**src/rtl/lc3_mem_pkg.sv**
```systemverilog
// ---------------------------------------------------------------------------
// lc3_mem_pkg
// Shared types and widths for the RAM sequencer (mem_ctrl) and its arbiter.
//   state_t : controller FSM states IDLE / ACCESS / DONE
//   req_t   : requester identity, instruction fetch (REQ_F) or data (REQ_D)
//   ADDR_W / DATA_W : RAM address and data widths
// ---------------------------------------------------------------------------
package lc3_mem_pkg;

  localparam int ADDR_W = 16;
  localparam int DATA_W = 16;

  typedef enum logic [1:0] {
    IDLE   = 2'd0,
    ACCESS = 2'd1,
    DONE   = 2'd2
  } state_t;

  typedef enum logic {
    REQ_F = 1'b0,
    REQ_D = 1'b1
  } req_t;

endpackage

```
**src/rtl/mem_arbiter.sv**
```systemverilog
// ---------------------------------------------------------------------------
// mem_arbiter
// Combinational grant select between the fetch and data requesters.
// Default build: fixed priority, data wins over fetch.
// With MEM_CTRL_RR_EN defined: round-robin on a tie, using a 1-bit
// last-winner register (reset to REQ_F) that is updated on i_update.
//
// Ports
//   i_clk, i_rst_n : clock / async active-low reset (MEM_CTRL_RR_EN only)
//   i_update       : winner is being accepted this cycle (MEM_CTRL_RR_EN only)
//   i_f_req        : fetch request level
//   i_d_req        : data request level
//   o_valid        : at least one request present
//   o_winner       : requester that wins this cycle
// ---------------------------------------------------------------------------
module mem_arbiter
  import lc3_mem_pkg::*;
(
`ifdef MEM_CTRL_RR_EN
  input  logic i_clk,
  input  logic i_rst_n,
  input  logic i_update,
`endif
  input  logic i_f_req,
  input  logic i_d_req,
  output logic o_valid,
  output req_t o_winner
);

`ifdef MEM_CTRL_RR_EN
  req_t r_last;

  // NOTE: sequential state is written with non-blocking assignments so every
  // flop samples pre-edge values regardless of process evaluation order.
  always_ff @(posedge i_clk or negedge i_rst_n) begin
    if (!i_rst_n) begin
      r_last <= REQ_F;
    end else if (i_update) begin
      r_last <= o_winner;
    end
  end
`endif

  // NOTE: every output of a combinational block gets a default first, so no
  // path through the block can leave it unassigned and infer a latch.
  always_comb begin
    o_valid  = i_f_req | i_d_req;
    o_winner = i_d_req ? REQ_D : REQ_F;
`ifdef MEM_CTRL_RR_EN
    // On a tie the requester that did not win last time goes first.
    if (i_f_req && i_d_req) begin
      o_winner = (r_last == REQ_D) ? REQ_F : REQ_D;
    end
`endif
  end

endmodule

```
**src/rtl/mem_ctrl.sv**
```systemverilog
// ---------------------------------------------------------------------------
// mem_ctrl
// Sequences a single-port RAM for two requesters (fetch F, data D).
// IDLE arbitrates and latches the winning request, ACCESS drives the RAM
// (reads wait for MEM_READY up to TIMEOUT cycles, writes hold for WR_CYCLES
// cycles), DONE pulses the winner's X_DONE for one cycle.
// Optional macro MEM_CTRL_RR_EN: round-robin arbitration on a tie instead of
// fixed data-over-fetch priority.
//
// Parameters
//   WR_CYCLES : cycles MEM_CS/MEM_WE stay asserted for a write (>=1)
//   TIMEOUT   : max ACCESS cycles a read waits for MEM_READY (>=2)
// Ports
//   CLK, RST_N                : clock, async active-low reset
//   F_REQ, F_ADDR             : fetch request (read only)
//   F_GNT, F_DONE             : fetch owns RAM / completion pulse
//   D_REQ, D_WE, D_ADDR, D_WDATA : data request
//   D_GNT, D_DONE             : data owns RAM / completion pulse
//   RDATA, ERR                : last read data, read-timeout flag
//   BUSY                      : controller not idle
//   MEM_ADDR, MEM_DIN, MEM_WE, MEM_CS : RAM control
//   MEM_DOUT, MEM_READY       : RAM read data / ready
// ---------------------------------------------------------------------------
module mem_ctrl
  import lc3_mem_pkg::*;
#(
  parameter int WR_CYCLES = 1,
  parameter int TIMEOUT   = 16
) (
  input  logic              CLK,
  input  logic              RST_N,
  input  logic              F_REQ,
  input  logic [ADDR_W-1:0] F_ADDR,
  output logic              F_GNT,
  output logic              F_DONE,
  input  logic              D_REQ,
  input  logic              D_WE,
  input  logic [ADDR_W-1:0] D_ADDR,
  input  logic [DATA_W-1:0] D_WDATA,
  output logic              D_GNT,
  output logic              D_DONE,
  output logic [DATA_W-1:0] RDATA,
  output logic              ERR,
  output logic              BUSY,
  output logic [ADDR_W-1:0] MEM_ADDR,
  output logic [DATA_W-1:0] MEM_DIN,
  output logic              MEM_WE,
  output logic              MEM_CS,
  input  logic [DATA_W-1:0] MEM_DOUT,
  input  logic              MEM_READY
);

  localparam int CNT_MAX = (TIMEOUT > WR_CYCLES) ? TIMEOUT : WR_CYCLES;
  localparam int CNT_W   = $clog2(CNT_MAX + 1);

  state_t              r_state;
  state_t              w_next;
  req_t                r_id;
  logic [ADDR_W-1:0]   r_addr;
  logic [DATA_W-1:0]   r_wdata;
  logic [DATA_W-1:0]   r_rdata;
  logic                r_we;
  logic                r_err;
  logic [CNT_W-1:0]    r_cnt;

  logic                w_arb_valid;
  req_t                w_arb_winner;
  logic                w_start;
  logic                w_timeout;

  mem_arbiter u_arb (
`ifdef MEM_CTRL_RR_EN
    .i_clk    (CLK),
    .i_rst_n  (RST_N),
    .i_update (w_start),
`endif
    .i_f_req  (F_REQ),
    .i_d_req  (D_REQ),
    .o_valid  (w_arb_valid),
    .o_winner (w_arb_winner)
  );

  always_ff @(posedge CLK or negedge RST_N) begin
    if (!RST_N) begin
      r_state <= IDLE;
    end else begin
      r_state <= w_next;
    end
  end

  // Next state plus outputs; all outputs decode registered state/latches
  // only, so the RAM strobes cannot glitch on requester activity.
  always_comb begin
    w_next    = r_state;
    w_start   = 1'b0;
    w_timeout = 1'b0;
    case (r_state)
      IDLE: begin
        if (w_arb_valid) begin
          w_start = 1'b1;
          w_next  = ACCESS;
        end
      end
      ACCESS: begin
        if (r_we) begin
          if (r_cnt == CNT_W'(WR_CYCLES - 1)) w_next = DONE;
        end else if (MEM_READY) begin
          w_next = DONE;
        end else if (r_cnt == CNT_W'(TIMEOUT - 1)) begin
          w_timeout = 1'b1;
          w_next    = DONE;
        end
      end
      DONE:    w_next = IDLE;
      default: w_next = IDLE;
    endcase

    BUSY     = (r_state != IDLE);
    MEM_CS   = (r_state == ACCESS);
    MEM_WE   = (r_state == ACCESS) && r_we;
    MEM_ADDR = r_addr;
    MEM_DIN  = r_wdata;
    F_GNT    = BUSY && (r_id == REQ_F);
    D_GNT    = BUSY && (r_id == REQ_D);
    F_DONE   = (r_state == DONE) && (r_id == REQ_F);
    D_DONE   = (r_state == DONE) && (r_id == REQ_D);
    RDATA    = r_rdata;
    ERR      = r_err;
  end

  always_ff @(posedge CLK or negedge RST_N) begin
    if (!RST_N) begin
      r_id    <= REQ_F;
      r_addr  <= '0;
      r_wdata <= '0;
      r_rdata <= '0;
      r_we    <= 1'b0;
      r_err   <= 1'b0;
      r_cnt   <= '0;
    end else if (w_start) begin
      r_id   <= w_arb_winner;
      r_cnt  <= '0;
      r_err  <= 1'b0;
      if (w_arb_winner == REQ_D) begin
        r_addr  <= D_ADDR;
        r_we    <= D_WE;
        r_wdata <= D_WDATA;
      end else begin
        // Fetch is always a read; the write-data latch keeps its last value.
        r_addr <= F_ADDR;
        r_we   <= 1'b0;
      end
    end else if (r_state == ACCESS) begin
      r_cnt <= r_cnt + 1'b1;
      if (!r_we && MEM_READY) begin
        r_rdata <= MEM_DOUT;
      end else if (w_timeout) begin
        r_err <= 1'b1;
      end
    end
  end

endmodule
```
**config.mk**
```make
export PLATFORM = sky130hd
export DESIGN_NAME = mem_ctrl
export DESIGN_NICKNAME = d
export VERILOG_FILES = /design/src/rtl/lc3_mem_pkg.sv /design/src/rtl/mem_arbiter.sv /design/src/rtl/mem_ctrl.sv
export SDC_FILE = /design/constraint.sdc
export NUM_CORES = 1
export LEC_CHECK = 0
export ABC_AREA = 1
export CAP_MARGIN = 0
export CORE_ASPECT_RATIO = 0.6
export CORE_UTILIZATION = 37
export DETAILED_ROUTE_END_ITERATION = 10
export MAX_ROUTING_LAYER = met4
export PLACE_DENSITY = 0.77
export SLEW_MARGIN = 20
export SYNTH_ARGS = -nofsm -noshare
export SYNTH_HDL_FRONTEND = slang
export SYNTH_SLANG_ARGS = --single-unit
```
**constraint.sdc**
```tcl
create_clock -name CLK -period 1.2 [get_ports CLK]
set_input_delay 0.12 -clock CLK [delete_from_list [all_inputs] [get_ports CLK]]
set_output_delay 0.12 -clock CLK [all_outputs]
set_load 0.02 [all_outputs]
```
# [Word-level counts from Yosys, hierarchy flattened]
# Index checks and enable logic that the tools add are counted.
[word_totals] regBits=58 inputBits=70 output_inout_bits=56 wordCells=56
[op_classes] addsub=1 n_eq_ne=7 muxes=21 n_bitwise=3 reduce_logical=16
[ops] op="16-bit 2-to-1 mux" count=1
[ops] op="1-bit 2-to-1 mux" count=12
[ops] op="2-bit 2-to-1 mux" count=5
[ops] op="5-bit 2-to-1 mux" count=2
[ops] op="3-bit AND reduction" count=3
[ops] op="1-bit logical AND" count=6
[ops] op="2-bit nonzero test" count=3
[ops] op="5-bit by 1-bit adder with 5-bit output (second input constant)" count=1
[ops] op="5-bit by 4-bit equality test with 1-bit output (second input constant)" count=1
[ops] op="5-bit zero test" count=1
[ops] op="4-bit by 1-bit inequality test with 1-bit output (second input constant)" count=1
[ops] op="2-bit one-hot mux with 2 select lines" count=1
[ops] op="3-bit by 2-bit inequality test with 1-bit output (second input constant)" count=1
[ops] op="2-bit by 1-bit equality test with 1-bit output (second input constant)" count=1
[ops] op="2-bit equality test (second input constant)" count=1
[ops] op="2-bit zero test" count=1
[ops] op="2-bit by 1-bit inequality test with 1-bit output (second input constant)" count=1
[ops] op="2-bit inequality test (second input constant)" count=1
[ops] op="1-bit inverter" count=2
[ops] op="2-bit AND reduction" count=1
[ops] op="1-bit zero test" count=1
[ops] op="1-bit OR" count=1

# [Longest topological paths before layout]
[depth] depth_word=9 ltp_mapped=9 depth_no_buf=9

# [By module]
# From an unflattened synthesis, not the netlist that was laid out.
[hier_totals] cells_unflattened=313 hier_area_um2=2677.6
[by_module_without_submodules] mod="mem_ctrl" n_inst=1 cells_per_inst=309 area_per_inst_um2=2658.8 seq_area_each_um2=1451.4
[by_module_without_submodules] mod="mem_arbiter" n_inst=1 cells_per_inst=4 area_per_inst_um2=18.8 seq_area_each_um2=0.0

# [Worst setup path after synthesis]
# Ideal clock, no wire load.
[synth_timing] kind="reg2reg" startpoint="register r_state[1]" endpoint="register r_state[0]" setup_ns=0.065 arrival_ns=1.247 t_required_ns=1.135 setup_slack_ns=-0.113 path_stages_with_launch=8 n_path_buf=0 synth_period_minus_slack_ns=1.313 cell_sequence="dfrtp_1 > inv_1 > nand2_1 > nor2_1 > nand2_1 > nand3_1 > nand2_1 > nand2_1"
[synth_between] elab_chain_len=3 elab_cells_between_ends=7 cone_classes="eq/ne (4); mux (1); reduce/logical (2)"
[synth_rtl] element="from (decl)" line_no="mem_ctrl.sv:56" text="state_t r_state;"
[synth_rtl] element="from (signal assigned)" line_no="mem_ctrl.sv:87" text="r_state <= w_next;"
[synth_rtl] element="2-bit by 1-bit equality test with 1-bit output or 2-bit zero test (tied branches)" line_no="mem_ctrl.sv:97" text="case (r_state)"
[synth_rtl] element="4-bit by 1-bit inequality test with 1-bit output (no source line) (tied with other cells)"
[synth_rtl] element="3-bit AND reduction (no source line)"
# Several ways; a longest one is shown, not always the timed one.
# A chain may end at the register's enable or synchronous reset.

# [Final worst setup path]
[layout_timing] startpoint="register r_state[1]" endpoint="register r_rdata[3] (netlist: RDATA[3])"
[layout_between] elab_chain_len=4 elab_cells_between_ends=5 cone_classes="eq/ne (1); mux (1); bitwise (1); reduce/logical (2)"
[layout_rtl] element="2-bit zero test" line_no="mem_ctrl.sv:97"
[layout_rtl] element="1-bit 2-to-1 mux" line_no="mem_ctrl.sv:97"
[layout_rtl] element="1-bit inverter (no source line)"
[layout_rtl] element="3-bit AND reduction (no source line) *"
[layout_rtl] element="to (signal assigned)" line_no="mem_ctrl.sv:136" text="r_rdata <= '0;"
[layout_rtl] element="to (signal assigned)" line_no="mem_ctrl.sv:156" text="r_rdata <= MEM_DOUT;"
[layout_rtl] element="to (decl)" line_no="mem_ctrl.sv:61" text="logic [DATA_W-1:0] r_rdata;"
# Every way passes the cells marked *; elsewhere a longest branch is shown, timed or not.

==> summary.md <==
| Metric | Value |
|---|---|
| Cell taking the most area after synthesis | `dfrtp_1` |
| Die area | `~7400 µm²` |
| Combinational share of power | `0.552` |
| Sequential Power Share | `0.278` |
| Pin count of the biggest net entering global routing | `59` |
| First DRT Iteration DRCs | `115` |
| Hold Slack | `approximately 340 ps` |
| Most frequent cells in the layout | `clkdlybuf4s50_1 (68), dfrtp_1 (57), nor2_1 (36)` |
| Clock sinks | `58` |
| Ant. Diodes | `0` |
| Site Rows | `23` |
| # IOs | `126` |
| Root buf cell | `clkbuf_16` |
| Total Routing Usage GR | `0.2236` |
| Clock power share | `0.170` |
| Vias per cell | `about 4.8` |
| Gate Count Post-Synth | `between 200 and 300` |
| HP Class | `input pin to asynchronous set/reset pin` |
| Critical Path Most Common Cell | `buf_6` |
| Worst-path maximum fanout | `8` |
| Synth top area cells | `dfrtp_1 (55%), nand2_1 (11%), nor2_1 (5.9%)` |
| Yosys warning count | `0` |
| Crit share post-route | `1.188` |
| R2R setup slack | `-230 ps` |
| Leak | `2.415 nW` |
| GP Congestion | `roughly 0.86` |
| Fillcell total | `473` |
| Count of different cell masters after synthesis | `22` |
| Core footprint | `6763 µm²` |
| Endpoints failing hold | `0` |
| CP endpoint kind | `flip-flop` |
| RSZ-0062 raised after global routing | `yes` |
| Mapped cell area | `2621 µm²` |
| Critical path's slowest cell | `dfrtp_1` |
| Pint | `7.601 mW` |
| CTS tree | `yes` |
| Total power | `12.91 mW` |
| Fin crit period | `1425 ps` |
| Total power per unit cell area | `2561 nW/µm²` |
| FF-to-FF path depth | `8` |
| # nets final | `approximately 530` |
| DR WL/cell | `15.22 µm` |
| CP Data Arrival Time | `~1600 ps` |
| CTS Buf Count | `9` |
| Crit path buf inv count | `4` |
| Seq/Total Area, Yosys | `0.5537` |
| Kind of critical path | `flip-flop to flip-flop` |
| Req. time, crit path | `1410 ps` |
| Reg2Reg Launch Point | `r_state[1]` |
| H-tree levels | `3` |
| Status | `finished, violations left` |
| Port bufs | `125` |
| Rel. slew slack | `0.7539` |
| Setup ws final | `-225.2 ps` |
| DR pass1 iterations | `4` |
| VDD IR max | `roughly 1400 µV` |
| Die Y | `67.20 µm` |
| Synth top area share | `0.5537` |
| Sw frac | `0.4114` |
| Psw | `approximately 5.3 mW` |
| Die W | `110.7 µm` |
| Fmax achieved | `701.7 MHz` |
| Worst Max-Slew Pin Slew | `367.8 ps` |
| Synth Net Count | `approximately 370` |
| Detailed Route WL | `a little over 8 mm` |
| CP cell instances | `buf_6 -> buf_6 -> nor2_4 -> buf_6 -> nand3_4 -> clkbuf_16 -> nand2_4 -> o21ai_2` |
| Detailed placement HPWL | `5.001 mm` |
| Worst-Skew Late Latency | `320 ps` |
| Final Skew | `6.882 ps` |
| DRC | `0` |
| Antenna violations before repair | `0` |
| Endpoints failing setup | `65` |
| Vias post-DR | `2,619` |
| Antenna viol nets, final | `0` |
| Starting Density | `0.3876` |
| Clk buf depth | `2` |
| Startpoint class of the critical path | `flip-flop` |
| Area Growth Syn to Fin | `92.36%` |
| Total of max-cap violations | `0` |
| First-pass GRT wire length | `~12 mm` |
| Yosys reg bits | `58` |
| Reg clk slew, reported paths | `50 ps` |
| Share of layout cells above drive strength 1 | `0.3829` |
| RR Endpoint | `RDATA[3]` |
| Vias in the first global route | `2,562` |
| Most common cell after layout, fill and taps aside | `clkdlybuf4s50_1` |
| Crit-path max cell delay | `approximately 400 ps` |
| Overflow after GRT | `0` |
| Crit path max-delay family | `buffers and inverters` |
| Syn avg cell area | `8.946 µm²` |
| Cell Count, Final, Fillers Out | `544` |
| Final slew viol count | `0` |
| Placed Cells | `511` |
| Violated checks | `negative setup slack` |
==> cells by family after synthesis <==
group,count (synthesis),share of synthesized area
adders and majority gates,3,0.01432
and+or+nand+nor,144,0.2296
AOI/OAI and AO/OA,43,0.1251
buffers and inverters,45,0.07732
DFF,58,0.5537
==> through the flow <==
| step | setup TNS, ps | worst slack, ps | instance area (µm²) | utilization |
|---|---|---|---|---|
| floorplan | -504.5 | -40.90 | 2653 | - |
| global placement | -9379 | -213.0 | 4146 | 0.6131 |
| detailed placement | -10000 | -239.9 | 4146 | 0.6131 |
| CTS | -8733 | -200.8 | 4537 | 0.6709 |
| global route | -13010 | -279.3 | 5042 | 0.7456 |
| finish | -9609 | -225.2 | 5042 | 0.7456 |
==> Yosys cell counts, drive strengths merged <==
cell type,instances
o22ai,1
dfrtp,58
nor3,2
buf,13
inv,30
nand2,75
ha,3
o31ai,16
nor2,43
nand4,1
clkbuf,1
nand3,23
o21ai,24
a21oi,2
clkinv,1
==> flip-flops by register name, indices dropped and copies added (netlist names) <==
register and flops:
r_state 2, r_we 1, r_cnt 5, MEM_ADDR 16
r_id 1, MEM_DIN 16, ERR 1, RDATA 16
==> area by class of cell <==
cell class	instances	area, µm²	share of cell area
Clock buffer	11	242.7	0.04814
Clock inverter	1	5.005	0.0009926
Inverter	31	121.4	0.02407
Multi-Input combinational cell	190	1395	0.2767
Sequential cell	58	1453	0.2881
Tap cell	87	108.9	0.02159
Timing Repair Buffer	166	1717	0.3404
==> layer usage <==
layer | vias up | routed length [µm] | part of all wire | global-route usage
met5 | - | 0 | 0 | -
met3 | 13 | 389 | 0.047 | 0.06822
met4 | 0 | 153 | 0.018 | 0.09333
met1 | 1257 | 3753 | 0.45 | 0.2808
li1 | 1273 | - | - | -
met2 | 76 | 3982 | 0.48 | 0.3408
==> timing repair <==
item / in CTS / in global routing
hold endpoints to repair: 58 / 0
pin swaps: 3 / 13
gates resized for setup: 102 / 143
hold buffers: 1 / 0
endpoints found under the setup margin: 109 / 65
gates cloned: 3 / 3
setup buffers: 10 / 5
==> how the worst max path moves through the flow <==
stage	start	end	slack, ps	cells after the start
after floorplan	r_cnt[1]	r_state[0]	-40	9
after global placement	r_state[0]	BUSY	-210	3
after detailed placement	r_state[1]	MEM_WE	-240	4
after CTS	r_state[1]	MEM_ADDR[4]	-200	8
after global routing	r_cnt[0]	r_state[0]	-280	9
final	r_state[1]	RDATA[3]	-230	8
==> worst reg2reg max path: stages, from the launching register on <==
cell       delay [ps]
dfrtp_1           400
buf_6             130
buf_6             110
nor2_4            110
buf_6             120
nand3_4           120
clkbuf_16         220
nand2_4            70
o21ai_2            40
==> power by group through the flow <==
stage	sequential, mW	clock, mW	combinational (mW)
after global routing	3.69	2.33	7.60
after global placement	3.37	0	5.60
after detailed placement	3.39	0	5.66
final	3.59	2.19	7.13
after CTS	3.35	2.23	5.82
after floorplan	4.32	0	1.97
No activity file was read; power rests on OpenSTA's default activity.
